**src/rtl/adder_bist_pkg.sv**
```systemverilog
// Shared types and constants for the adder BIST controller and its MISR.
package adder_bist_pkg;

    typedef enum logic [1:0] {
        IDLE,
        RUN,
        DRAIN,
        DONE
    } bist_state_e;

    localparam int DUT_LATENCY = 2;

    localparam logic [31:0] DEF_LFSR_SEED = 32'h0001_0002;
    localparam logic [31:0] DEF_LFSR_TAPS = 32'h8020_0003;
    localparam logic [16:0] DEF_MISR_TAPS = 17'h1_2000;

endpackage

```
**src/rtl/bist_misr.sv**
```systemverilog
// Multiple-input signature register; shift-left with feedback parity, XOR-compacts din when en.
module bist_misr
    import adder_bist_pkg::*;
#(
    parameter int               WIDTH = 17,
    parameter logic [WIDTH-1:0] TAPS  = WIDTH'(DEF_MISR_TAPS)
) (
    input  logic             clk,
    input  logic             reset,
    input  logic             clear,
    input  logic             en,
    input  logic [WIDTH-1:0] din,
    output logic [WIDTH-1:0] sig
);

    always_ff @(posedge clk) begin
        if (reset || clear) begin
            sig <= '0;
        end else if (en) begin
            sig <= {sig[WIDTH-2:0], ^(sig & TAPS)} ^ din;
        end
    end

endmodule

```
**src/rtl/adder_bist_ctrl.sv**
```systemverilog
// BIST controller for the pipelined adder: LFSR operand generation, MISR compaction
// of the adder results and golden-signature comparison at end of run.
module adder_bist_ctrl
    import adder_bist_pkg::*;
#(
    parameter int                  ADD_BIT   = 16,
    parameter int                  PATTERNS  = 256,
    parameter logic [2*ADD_BIT-1:0] LFSR_SEED = DEF_LFSR_SEED,
    parameter logic [2*ADD_BIT-1:0] LFSR_TAPS = DEF_LFSR_TAPS,
    parameter logic [ADD_BIT:0]     MISR_TAPS = DEF_MISR_TAPS
) (
    input  logic               clk,
    input  logic               reset,
    input  logic               start,
    input  logic [ADD_BIT:0]   golden_sig,
    output logic               dut_enable,
    output logic [ADD_BIT-1:0] dut_A,
    output logic [ADD_BIT-1:0] dut_B,
    input  logic [ADD_BIT:0]   dut_Dout,
    input  logic               dut_out_valid,
    output logic               busy,
    output logic               done,
    output logic               pass,
    output logic [ADD_BIT:0]   signature
);

    localparam int LW = 2 * ADD_BIT;
    localparam int SW = ADD_BIT + 1;
    localparam int CW = $clog2(PATTERNS + 1);
    localparam logic [CW-1:0] LAST = CW'(PATTERNS);

    bist_state_e           state;
    bist_state_e           state_next;
    logic [LW-1:0]         lfsr;
    logic [CW-1:0]         cnt;
    logic [DUT_LATENCY-1:0] cap;
    logic                  valid_seen;
    logic                  start_run;
    logic                  capture;
    logic [SW-1:0]         misr_peek;
    logic [SW-1:0]         misr_final;

    function automatic logic [LW-1:0] lfsr_step(input logic [LW-1:0] v);
        return {v[LW-2:0], ^(v & LFSR_TAPS)};
    endfunction

    assign start_run = start && (state == IDLE || state == DONE);
    assign capture   = cap[DUT_LATENCY-1];
    assign busy      = (state == RUN) || (state == DRAIN);
    assign done      = (state == DONE);

    // The final capture lands on the DRAIN->DONE edge, so pass must see the MISR value being written then.
    assign misr_peek  = {signature[SW-2:0], ^(signature & MISR_TAPS)} ^ dut_Dout;
    assign misr_final = capture ? misr_peek : signature;

    always_ff @(posedge clk) begin
        if (reset) begin
            state <= IDLE;
        end else begin
            state <= state_next;
        end
    end

    always_comb begin
        state_next = state;
        case (state)
            IDLE:  if (start) state_next = RUN;
            RUN:   if (cnt == LAST) state_next = DRAIN;
            DRAIN: if (cap[DUT_LATENCY-2:0] == '0) state_next = DONE;
            DONE:  if (start) state_next = RUN;
            default: state_next = IDLE;
        endcase
    end

    // lfsr holds the pattern that follows the one currently on dut_A/dut_B.
    always_ff @(posedge clk) begin
        if (reset) begin
            lfsr       <= LFSR_SEED;
            cnt        <= '0;
            cap        <= '0;
            valid_seen <= 1'b0;
            pass       <= 1'b0;
            dut_enable <= 1'b0;
            dut_A      <= '0;
            dut_B      <= '0;
        end else begin
            cap <= {cap[DUT_LATENCY-2:0], dut_enable};
            if (capture && dut_out_valid) begin
                valid_seen <= 1'b1;
            end
            case (state)
                IDLE, DONE: begin
                    if (start) begin
                        dut_enable <= 1'b1;
                        dut_A      <= LFSR_SEED[LW-1:ADD_BIT];
                        dut_B      <= LFSR_SEED[ADD_BIT-1:0];
                        lfsr       <= lfsr_step(LFSR_SEED);
                        cnt        <= CW'(1);
                        valid_seen <= 1'b0;
                        pass       <= 1'b0;
                    end
                end
                RUN: begin
                    if (cnt == LAST) begin
                        dut_enable <= 1'b0;
                    end else begin
                        dut_enable <= 1'b1;
                        dut_A      <= lfsr[LW-1:ADD_BIT];
                        dut_B      <= lfsr[ADD_BIT-1:0];
                        lfsr       <= lfsr_step(lfsr);
                        cnt        <= cnt + 1'b1;
                    end
                end
                DRAIN: begin
                    if (state_next == DONE) begin
                        pass <= (misr_final == golden_sig) &&
                                (valid_seen || (capture && dut_out_valid));
                    end
                end
                default: ;
            endcase
        end
    end

    bist_misr #(
        .WIDTH (SW),
        .TAPS  (MISR_TAPS)
    ) u_misr (
        .clk   (clk),
        .reset (reset),
        .clear (start_run),
        .en    (capture),
        .din   (dut_Dout),
        .sig   (signature)
    );

endmodule

```
**config.mk**
```make
export PLATFORM = sky130hd
export DESIGN_NAME = adder_bist_ctrl
export DESIGN_NICKNAME = d
export VERILOG_FILES = /design/src/rtl/adder_bist_pkg.sv /design/src/rtl/bist_misr.sv /design/src/rtl/adder_bist_ctrl.sv
export SDC_FILE = /design/constraint.sdc
export NUM_CORES = 1
export LEC_CHECK = 0
export ABC_AREA = 1
export CAP_MARGIN = 20
export CORE_AREA = 8 8 93 95
export CTS_BUF_LIST = sky130_fd_sc_hd__clkbuf_8
export DETAILED_ROUTE_END_ITERATION = 16
export DIE_AREA = 0 0 101 103
export PLACE_DENSITY = 0.81
export SYNTH_ARGS = -nofsm -noshare
export SYNTH_HDL_FRONTEND = slang
export SYNTH_SLANG_ARGS = --single-unit
```
**constraint.sdc**
```tcl
create_clock -name clk -period 2.1 [get_ports clk]
set_input_delay 0.525 -clock clk [delete_from_list [all_inputs] [get_ports clk]]
set_output_delay 0.525 -clock clk [all_outputs]
set_load 0.005 [all_outputs]
```
**After elaboration in Yosys (flattened, before gate mapping)**

Index checks and enable logic that the tools add are counted.

- Word-level logic and storage cells: 63
- Output and inout port bits: 53
- Flip-flop bits (word level): 97
- Bits of input ports: 38

- Reductions and logical operators: 16
- Add/subtract/negate cells: 1
- Bitwise gates (word level): 1
- Muxes and demuxes: 26
- Eq/ne operators: 9

Operator list:

| operator | count |
|---|---|
| 16-bit 2-to-1 mux | 4 |
| 32-bit 2-to-1 mux | 2 |
| 16-bit case mux with 2 select lines | 2 |
| 32-bit case mux with 2 select lines | 1 |
| 32-bit XOR reduction | 1 |
| 9-bit 2-to-1 mux | 2 |
| 9-bit case mux with 2 select lines | 1 |
| 17-bit equality test | 1 |
| 17-bit 2-to-1 mux | 1 |
| 17-bit XOR reduction | 1 |
| 17-bit XOR | 1 |
| 9-bit by 1-bit adder with 9-bit output, second input constant | 1 |
| 9-bit equality test, second input constant | 1 |
| 1-bit 2-to-1 mux | 7 |
| 2-bit equality test, second input constant | 3 |
| 2-bit 2-to-1 mux | 3 |
| 2-bit case mux with 3 select lines | 1 |
| 3-bit AND reduction | 2 |
| 1-bit logical OR | 4 |
| 2-bit by 1-bit inequality test with 1-bit output, second input constant | 2 |
| 1-bit case mux with 2 select lines | 2 |
| 2-bit nonzero test | 2 |
| 1-bit logical AND | 3 |
| 2-bit by 1-bit equality test with 1-bit output, second input constant | 1 |
| other kinds (4) | 4 |

**Longest topological paths before layout**

- Depth in word-level cells: 7
- Gate-level depth with buffers: 14
- Mapped depth without buffers: 14

**Modules after synthesis**

Synthesis repeated with hierarchy kept, for this count alone.

- Cells, all modules: 603
- Area, all modules: 4050.1 µm²

Modules (own cells, without submodules):

| module | cells each | seq. area each (µm²) | times used | area each (µm²) |
|---|---|---|---|---|
| adder_bist_ctrl | 488 | 1021.0 | 1 | 3196.8 |
| bist_misr | 115 | 340.3 | 1 | 853.3 |

**Worst setup path before layout**

No wires, ideal clock.

- Path kind: register -> register
- Start: register state[0]
- End: register cnt[7]
- Setup slack: 372 ps
- Setup time: 127 ps
- Stages on the path, launching flop included: 11
- Arrival time: 1601 ps
- Path buffers: 0
- Clock period less this slack: 1728 ps
- Required time: 1973 ps
- Cell sequence: dfxtp_1 inv_1 ha_1 inv_2 nor2_1 nor2_2 nand2_1 nor3_2 nand3_1 o21ai_0 a21oi_1

- Cells in the longest elaborated chain, start to end: 4
- Elaborated cells between the ends (all ways): 9
- Those cells by class: eq/ne (4); mux (1); reduce/logical (4)

Ends and longest elaborated chain:

| what | RTL line | RTL |
|---|---|---|
| start, declared | adder_bist_ctrl.sv:32 | `bist_state_e state;` |
| start signal, assigned | adder_bist_ctrl.sv:60 | `state <= state_next;` |
| 2-bit equality test or 2-bit zero test (tied branches) | adder_bist_ctrl.sv:91 | `case (state)` |
| 2-bit OR reduction (no line) | -- |  |
| 2-bit by 1-bit inequality test with 1-bit output (no line) or 2-bit nonzero test (tied branches) | -- |  |
| 3-bit AND reduction (no line) | -- |  |
| end signal, assigned | adder_bist_ctrl.sv:111 | `cnt <= cnt + 1'b1;` |
| end, declared | adder_bist_ctrl.sv:35 | `logic [CW-1:0] cnt;` |

Several ways; a longest one is shown, not always the timed one.
A chain may end at the register's enable or synchronous reset.

**Worst setup path after layout**

- Start: register state[0]
- End: output done

- Cells in the longest elaborated chain, start to end: 1

Ends and longest elaborated chain:

| what | RTL line | RTL |
|---|---|---|
| 2-bit equality test | adder_bist_ctrl.sv:50 | `assign done = (state == DONE);` |
| end, declared | adder_bist_ctrl.sv:22 | `output logic done,` |

Every way passes these cells.

==> impl_metrics.toml <==
[setup_path]
cp-start-kind = "flop"
worstReg2RegEnd = "lfsr[0]"
critPathKind = "reg -> out"
end_kind = "output pin"
cp.required_ns = 1.57
arrival_ns = 1.46
r2r_setup_slack_ns = 0.25
r2r-start = "cnt[0]"
reg2reg_depth = 10
path_max_fanout = 3
startpoint = "state[0]"

[detailed_routing]
avgRoutedWirePerCell_um = 12.9
viasPerCell = 4.82
vias = 3362
wl_um = 9020
drt_pass1_iterations = 5
ant_nets = 0
remaining_drc_errors = 0
drt_iter0_markers = 137

[yosys]
yosysTopAreaCellShare_pct = 38.7
synth_cells = 523
ys_types = 29
synth_seq_cells = 68
syn-cell-area_sq_um = 3520
yosysWarnings = 0
syn_nets = 567
yosys-top-cells-area = "dfxtp_1 39%, nand2_1 16%, nor2_1 9.0%"
avgSynthCellArea_sq_um = 6.73
synth-seq-area-share_pct = 38.7
synth_top_cell_by_area = "dfxtp_1"

[power_and_ir_drop]
pwr_density_cell_nw_per_um2 = 991
peakVddDrop_v = 0.000858
leakagePower_uw = 0.00203
finalPower_uw = 4490

[job]
maxCapViolCount = 0

[sta]
worst_slack_ns = 0.113
rsz0062_at_grt = "no"
final.period_utilization_pct = 94.6
skew_ns = 0.00904
fmax_mhz = 503
holdWs_ns = 0.425
worst_pin_slew_ns = 0.321
maxSlewViolCount = 0
finalSetupTns_ns = 0
maxSlewHeadroom_pct = 78.6
final-setup-viol-count = 0
hold_viol = 0
fin_crit_ns = 1.99

[place]
gp_routability_congestion = 0.886
dp_hpwl_um = 6750
dpl_worst_slack_ns = -0.00170
portBuffers = 90

[min_path]
hold_start = "cap[0]"
holdPathStages = 2
min_to = "cap[1]"
hp-class = "reg -> reg"

[global_routing]
track_usage_pct = 17.5
grt_antenna_before_repair = 0
grt_pass1_wl_um = 14700
first_global_vias = 3221
grt_overflow_total = 0
grt_max_degree = 32

[floorplanning]
placementRows = 31
die_w_um = 101
ios = 91
chipHeight_um = 103
coreArea_sq_um = 7140
die_area_sq_um = 10400
initial_core_util_pct = 49.3

[cells_and_area]
final_util_pct = 63.4
drive_gt1_share_pct = 7.18
diodes = 0
syn2layout_area_growth_pct = 28.7
finalNetCount = 638

[clocking]
cts.path.max_buffers = 2
clockRootBuffer = "clkbuf_8"
cts_tree = "yes"
insertion_delay_ns = 0.34
numCtsBuffers = 9
cts_num_sinks = 68
cts.htree.levels = 3
cts.clk_slew.worst_paths_ns = 0.08

[run_status]
status = "complete, no violations"
-- critical path, stage by stage (launching register included) --
cell,delay [ns]
dfxtp_2,0.32
buf_4,0.14
ha_1,0.19
clkdlybuf4s50_1,0.48
-- how the worst max path moves through the flow --
stage | endpoint | cells past startpoint
after detailed placement | lfsr[0] | 8
after global placement | lfsr[0] | 8
after floorplan | cnt[7] | 10
after CTS | done | 3
after global routing | lfsr[0] | 10
final | done | 3
-- where the power goes --
| part | switching [uW] | internal, uW | total (uW) |
|---|---|---|---|
| logic | 1080 | 817 | 1900 |
| registers | 150 | 1480 | 1630 |
| clock network | 501 | 458 | 959 |
| total | 1730 | 2760 | 4490 |
-- routing by layer --
metal | vias to the layer above | wire [um] | global-route usage (%)
met5 | - | 0 | 0
met4 | 0 | 102 | 6.76
met3 | 10 | 765 | 5.00
met2 | 103 | 4190 | 29.9
met1 | 1512 | 3970 | 20.2
li1 | 1737 | - | -
-- cells in the mapped netlist --
cell type / instances
buf_4: 34
nand3b_1: 8
o21ai_0: 20
nand3_2: 1
buf_2: 3
or2_1: 3
o22ai_1: 2
nor3_1: 1
nor3_2: 1
inv_2: 6
dfxtp_1: 68
buf_6: 2
clkbuf_2: 1
inv_1: 58
nand3_1: 18
a21o_2: 1
a21oi_1: 14
ha_1: 6
a221oi_1: 1
xnor2_1: 3
clkbuf_1: 4
o21ai_1: 3
nand2_1: 153
clkinv_1: 2
xor2_1: 3
nor2_2: 1
nor2_1: 84
a22oi_1: 21
a211oi_1: 1
-- placed cells by master, fill, tap and decap left out, drive strengths merged --
master / instances
o21ai: 23
clkbuf: 10
clkinv: 7
dlygate4sd2: 1
or2: 3
nand3: 19
xor2: 3
a221oi: 1
xnor2: 3
nor3: 2
nand2: 153
nor2: 85
clkinvlp: 1
a21o: 1
a211oi: 1
a22oi: 21
a21oi: 14
clkdlybuf4s50: 89
dfxtp: 68
inv: 64
o22ai: 2
buf: 14
nand3b: 8
ha: 6
-- state kept, by name, summed over array words and instances, names as in the netlist --
name	flops
dut_A	16
dut_enable	1
dut_B	16
state	2
valid_seen	1
cnt	9
pass	1
u_misr.sig	17
lfsr	3
cap	2
-- kinds of logic (layout without fill, tap and decap cells) --
group	after synthesis	after routing	share of synthesized area, %
simple gates	270	270	31.0
fa+ha+maj	6	6	2.13
buf+inv	110	186	15.9
flops	68	68	38.7
xor+xnor	6	6	1.49
compound gates	63	63	10.8
-- final cells by class --
| class | count | area, sq um |
|---|---|---|
| clock buffers | 10 | 138 |
| flip-flops and latches | 68 | 1360 |
| well taps | 99 | 124 |
| inverters | 66 | 248 |
| repair buffers | 104 | 1000 |
| clock inverters | 6 | 40.0 |
| fillers | 656 | 2610 |
| multi-input cells | 345 | 1610 |
-- stage by stage --
step | instance area [sq um] | std cells
2_1_floorplan | 3520 | 523
3_3_place_gp | 4330 | 681
3_5_place_dp | 4330 | 681
4_1_cts | 4530 | 698
5_1_grt | 4530 | 698
6_report | 4530 | 698
-- what timing repair did --
item,in CTS,in global routing
endpoints found under the setup margin,1,0
hold buffers,0,0
buffers inserted,1,0
resized for setup,4,0
Note: power is estimated with default switching activity, not from simulation.
==> variant 1 (same settings) <==
Register the input `golden_sig` before use, without a reset. The logic sees it one clock later. The other inputs are not delayed to match.
--- a/src/rtl/adder_bist_ctrl.sv
+++ b/src/rtl/adder_bist_ctrl.sv
@@ -28,6 +28,12 @@
     localparam int SW = ADD_BIT + 1;
     localparam int CW = $clog2(PATTERNS + 1);
     localparam logic [CW-1:0] LAST = CW'(PATTERNS);
+
+    logic [ADD_BIT:0] golden_sig_q;
+
+    always_ff @(posedge clk) begin
+        golden_sig_q <= golden_sig;
+    end
 
     bist_state_e           state;
     bist_state_e           state_next;
@@ -113,7 +119,7 @@
                 end
                 DRAIN: begin
                     if (state_next == DONE) begin
-                        pass <= (misr_final == golden_sig) &&
+                        pass <= (misr_final == golden_sig_q) &&
                                 (valid_seen || (capture && dut_out_valid));
                     end
                 end
Formal check against the unedited RTL: same outputs for any inputs over 10 cycles, from zero or initial values and one cycle with reset high; that may be too few to reach the edited logic, so the function may still have changed.
==> variant 1 against the original RTL <==
Synthesized area grew 9.0%. Utilization grew 5.3 points. Sequential cell count increased by 17. Final area rose by 8.3%. Setup slack got worse by 0.074 ns. Non-clock buffer count is 5 higher. Routed wire length is 6.8% higher. Count of clock-buffer cells in the layout shrank 1. Synthesized cell count fell by 3.6%. Global-route usage up 1.2 points. Critical path depth increased by 10. Critical path type is now in -> reg.
Power is not compared: it rests on default switching activity, and its combinational part moved more than twofold at a synthesized area within 25%.
==> variant 1: results (changes against the original RTL) <==
Outcome
The run finished with clean final reports.

Power and ir drop
Across the VDD grid, the largest voltage drop is 0.4695 mV. The leakage power figure is between 0.002 and 0.0025 µW.

Hold path
The hold path endpoint is cap[0]. The worst min-delay path class is reg -> reg. In this run the most critical hold path is launched from dut_enable.

Clocking
The TritonCTS buffer count is 9 (unchanged). The clock transition at the registers of the reported paths came to 0.08 ns (about the same). The tree is rooted in a sky130_fd_sc_hd__clkbuf_8.

The worst-skew pair later-pin latency is 0.37 ns (+0.03 ns).

Worst setup path
The setup slack of the most critical reg-to-reg path is 0.08 ns (-0.17 ns). The worst register-to-register path begins at state[0]. The endpoint identified for the worst register-to-register timing path is cnt[8]. The cell family contributing the most delay on the critical path is simple AND/OR/NAND/NOR gates. The depth of the most critical reg-to-reg path is 13 (+3). The worst-path maximum fanout was 5 (+2). The arrival time reported for the critical path endpoint came to 2.32 ns (+0.86 ns).

Finish
In the final layout, the registers with the most flip-flops are golden_sig_q x17, u_misr.sig x17. The ratio of cells with drive above 1 in the final layout is 10.60% (+3.4 points). The final net count is 624 (-2.2%).

Timing
The worst clock skew was 0.007223 ns (-0.001818 ns). The relative slew slack is 71.16% (-7.4 points).

GRT
The number of global-route vias before repair is 3294 (+2.3%). The overall fraction of global-route tracks in use is 18.61% (+1.2 points). The number of antenna violations at the first check in global routing is 0 (unchanged). The met2 layer usage reported by global route is 32.14% (+2.2 points). The first-pass GRT wire length was 15270 µm (+4.0%). The global routing usage on met1 is 20.84% (+0.66 points). The met3 track utilization from global routing is 6.077% (+1.1 points). The maximum number of pins on one net before global-route repair is 39 (+22%).

Logic synthesis
The post-synthesis sequential area ratio came to 44.36% (+5.7 points). The distinct cell type count of the synthesized netlist is 32 (+10%). After synthesis, the cell types taking the most area are sky130_fd_sc_hd__dfxtp_1 (44%), sky130_fd_sc_hd__nand2_1 (12%), sky130_fd_sc_hd__nor2_1 (7.8%). The total nets after synthesis is 548 (-3.4%). The number of warnings issued by yosys is 0 (unchanged). The fraction of registers with async set or reset after synthesis came to 0% (unchanged). The commonest cells after synthesis are sky130_fd_sc_hd__nand2_1 (119), sky130_fd_sc_hd__dfxtp_1 (85), sky130_fd_sc_hd__nor2_1 (80).

Drt
The routed length per instance is 14.09 µm (+9.0%). The length of the first detailed-routing pass in iterations was 4 (-1). The initial detailed-routing violation count was 143 (+4.4%). The per-cell via count in the routed design is 4.953 (+2.8%).

Place
The placement-stage worst setup slack was -0.08530 ns (-0.08360 ns). The number of buffers added on ports is 90 (unchanged). The placer's final routability congestion estimate is 0.8862 (unchanged). The half-perimeter wire length of the detailed placement result was 7057 µm (+4.6%).
-- variant 1: worst reg2reg max path, cell delays in order, from the launching register on --
cell	delay (ns)
sky130_fd_sc_hd__dfxtp_2	0.34
sky130_fd_sc_hd__inv_2	0.06
sky130_fd_sc_hd__ha_4	0.25
sky130_fd_sc_hd__nand2_1	0.08
sky130_fd_sc_hd__inv_1	0.06
sky130_fd_sc_hd__nor2_1	0.22
sky130_fd_sc_hd__nand2_4	0.11
sky130_fd_sc_hd__buf_4	0.16
sky130_fd_sc_hd__nor3_4	0.14
sky130_fd_sc_hd__nand2_2	0.10
sky130_fd_sc_hd__nor2_2	0.16
sky130_fd_sc_hd__nand3_1	0.12
sky130_fd_sc_hd__nand2_1	0.08
sky130_fd_sc_hd__nor2_1	0.04
-- variant 1: cell type report --
cell class                      instances  area (µm²)
Clock buffer                            9       123.9
Clock inverter                          7       51.30
Fill cell                             588        2233
Inverter                               51       193.9
Multi-Input combinational cell        324        1627
Sequential cell                        85        1704
Tap cell                               99       123.9
Timing Repair Buffer                  109        1080
-- variant 1: power by group through the flow --
stage | combinational [µW] | clock (µW) | sequential (µW)
finish | 659 | 1050 | 1730
global route | 725 | 1130 | 1740
CTS | 638 | 1070 | 1730
detailed placement | 622 | 0 | 1760
global placement | 607 | 0 | 1760
floorplan | 385 | 0 | 1750
-- variant 1: worst max-delay path by stage --
stage                         from     end  slack [ns]  depth (start not counted)
after floorplan           state[0]  cnt[7]        0.31                         11
after global placement       start  cnt[8]        0.02                         12
after detailed placement     start  cnt[8]       -0.09                         12
after CTS                 state[0]    done        0.12                          3
after global routing         start  cnt[8]       -0.10                         13
final                        start  cnt[8]        0.04                         13
-- variant 1: what timing repair did --
| item | 4_1_cts | 5_1_grt |
|---|---|---|
| gates resized for setup | 6 | 1 |
| setup buffers | 1 | 4 |
| endpoints found under the setup margin | 1 | 25 |
| pin swaps | 0 | 2 |
-- variant 1: cell families (layout without fill, tap and decap cells) --
family	after synthesis	in the layout	share of synthesized area, %
xor+xnor	10	10	2.283
flops	85	85	44.36
fa+ha+maj	6	6	1.957
simple gates	249	249	27.72
compound gates	59	59	9.980
buf+inv	95	176	13.70
-- variant 1: metal layers --
metal	wire length [µm]	vias up
met4	200	0
li1	-	1721
met3	665	16
met2	4680	93
met5	0	-
met1	4092	1558
-- variant 1: stage by stage --
stage / utilization (%) / hold WS, ns / instance area, µm² / total power, µW / instances
floorplan: - / 0.4250 / 3836 / 2137 / 504
global placement: 65.46 / 0.4352 / 4672 / 2368 / 663
detailed placement: 65.46 / 0.4444 / 4672 / 2386 / 663
CTS: 68.22 / 0.4608 / 4868 / 3433 / 680
global route: 68.71 / 0.4895 / 4903 / 3590 / 684
finish: 68.71 / 0.4597 / 4903 / 3435 / 684
==> variant 2 (config.mk and constraints unchanged) <==
Made on the original files. `PATTERNS`: 256 -> 512.
--- a/src/rtl/adder_bist_ctrl.sv
+++ b/src/rtl/adder_bist_ctrl.sv
@@ -4,7 +4,7 @@
     import adder_bist_pkg::*;
 #(
     parameter int                  ADD_BIT   = 16,
-    parameter int                  PATTERNS  = 256,
+    parameter int                  PATTERNS  = 512,
     parameter logic [2*ADD_BIT-1:0] LFSR_SEED = DEF_LFSR_SEED,
     parameter logic [2*ADD_BIT-1:0] LFSR_TAPS = DEF_LFSR_TAPS,
     parameter logic [ADD_BIT:0]     MISR_TAPS = DEF_MISR_TAPS
Check against the original RTL: no difference found for any inputs over 10 cycles, from zero or initial values and one cycle with reset high; that may be too few to reach the edited logic, so the function may still have changed.
==> variant 2 against the original RTL <==
Sequential share of layout area down 0.15 points. Sequential cell count rose by 1. Global-route usage up 0.65 points. Maximum frequency rose by 4.4%. First-iteration DRC count shrank 10%. Setup slack improved by 0.084 ns. Final area increased by 2.2%. Via count up 3.2%. Routed wire length rose by 2.6%. Total power up 4.7%. Synthesized area up 1.9%. Hold slack better by 0.00088 ns. Critical path type unchanged.
==> variant 2: results (changes against the original RTL) <==
Outcome
The run finished with clean final reports.

Logic synthesis
The post-synthesis sequential area ratio came to 38.52% (-0.16 points). The total nets after synthesis was 574 (+1.2%). The fraction of registers with async set or reset after synthesis is 0% (unchanged). By count the netlist is led by sky130_fd_sc_hd__nand2_1 (150), sky130_fd_sc_hd__nor2_1 (90), sky130_fd_sc_hd__dfxtp_1 (69). After synthesis, the cell types taking the most area are sky130_fd_sc_hd__dfxtp_1 (39%), sky130_fd_sc_hd__nand2_1 (16%), sky130_fd_sc_hd__nor2_1 (9.4%).

Drt
The initial detailed-routing violation count was 123 (-10%). The length of the first detailed-routing pass in iterations is 4 (-1). The total met3 wirelength after detailed routing is 761 µm (-0.52%). The total met2 wirelength after detailed routing is 4333 µm (+3.5%). The met1 wire length is 4058 µm (+2.2%). The aggregate routed wire length is 9258 µm (+2.6%).

The total vias in the final route was 3471 (+3.2%).

Place
The placer's final routability congestion estimate is 0.9175 (+3.5%). The half-perimeter wire length of the detailed placement result is 6869 µm (+1.8%). The placement-stage cell area was 4384 µm² (+1.3%). The placement-stage worst setup slack is -0.007335 ns (-0.005636 ns).

Clocking
The post-CTS setup buffer count was 0 (-1). The maximum buffer depth of the clock tree was 2 (unchanged).

Worst setup path
The depth of the most critical reg-to-reg path was 9 (-1). The arrival time reported for the critical path endpoint is 1.38 ns (-0.08 ns). In this run the critical register-to-register path is launched from state[0]. In this run the critical register-to-register path is captured at cnt[3].

Timing
The worst clock skew is 0.009723 ns (+0.0006817 ns). The worst-margin pin slew is 0.4609 ns (+0.1400 ns).

Power and ir drop
The leakage power figure was 0.002026 µW (-0.30%). The worst IR drop on VDD is 0.8043 mV (-6.3%).

Finish
The number of filler cells placed in the layout is 654 (-0.30%). The ratio of cells with drive above 1 in the final layout is 6.656% (-0.52 points). The final net count is 640 (+0.31%).

GRT
The number of global-route vias before repair is 3296 (+2.3%). The maximum number of pins on one net before global-route repair is 33 (+3.1%). The overall fraction of global-route tracks in use is 18.11% (+0.65 points). The first-pass GRT wire length is 15120 µm (+3.1%).
## variant 2: cells by family (layout without fill, tap and decap cells)
group	count (synthesis)	in the layout	synth area share [%]
AO/OA/AOI/OAI	56	56	9.630
AND/OR/NAND/NOR	290	290	33.50
flip-flops	69	69	38.52
adder cells (fa/ha/maj)	6	6	2.093
XOR/XNOR	5	5	1.221
buffers and inverters	104	175	15.04
## variant 2: timing repair
item / 4_1_cts / 5_1_grt
hold buffers: 0 / 0
resized for setup: 6 / 0
setup endpoints to repair: 1 / 0
## variant 2: worst reg2reg max path, stage by stage (launching register included)
cell and delay, ns:
sky130_fd_sc_hd__dfxtp_4 0.37, sky130_fd_sc_hd__inv_2 0.06, sky130_fd_sc_hd__ha_4 0.25, sky130_fd_sc_hd__inv_2 0.07
sky130_fd_sc_hd__nor2_1 0.05, sky130_fd_sc_hd__nor2_1 0.25, sky130_fd_sc_hd__nand2_4 0.12, sky130_fd_sc_hd__inv_1 0.32
sky130_fd_sc_hd__nand2_1 0.13, sky130_fd_sc_hd__a21oi_1 0.18
## variant 2: worst max path at each step
stage                        start         to  slack, ns
after CTS                 state[1]       done       0.17
after global placement       start     cnt[9]       0.06
after floorplan           state[0]  dut_B[10]       0.28
final                     state[1]       done       0.20
after detailed placement     start   dut_A[9]     -0.007
after global routing      state[0]   dut_A[5]       0.05
## variant 2: per-stage QoR
stage	util [%]	hold slack, ns	TNS, ns	std cells
after floorplan	-	0.3994	0	530
after global placement	61.43	0.4099	0	684
after detailed placement	61.43	0.4191	-0.01135	684
after CTS	64.81	0.4305	0	700
after global routing	64.81	0.4487	0	700
final	64.81	0.4260	0	700
## variant 2: area by class of cell
class | count | area [µm²] | area share, %
Multi-Input combinational cell | 357 | 1678 | 36.27
Sequential cell | 69 | 1386 | 29.97
Timing Repair Buffer | 101 | 994.7 | 21.50
Inverter | 58 | 217.7 | 4.707
Clock buffer | 10 | 137.6 | 2.975
Tap cell | 99 | 123.9 | 2.678
Clock inverter | 6 | 87.58 | 1.893
## variant 2: power by group
part	leakage (µW)	switching, µW	internal, µW
clock	0.000110	511	699
sequential	0.000561	165	1500
combinational	0.00136	1030	795
total	0.00203	1710	2990
## variant 2: routing by layer
metal,GRT usage [%],up-vias
li1,-,1772
met1,21.24,1570
met4,6.300,0
met3,6.280,10
met2,30.11,119
met5,0,-
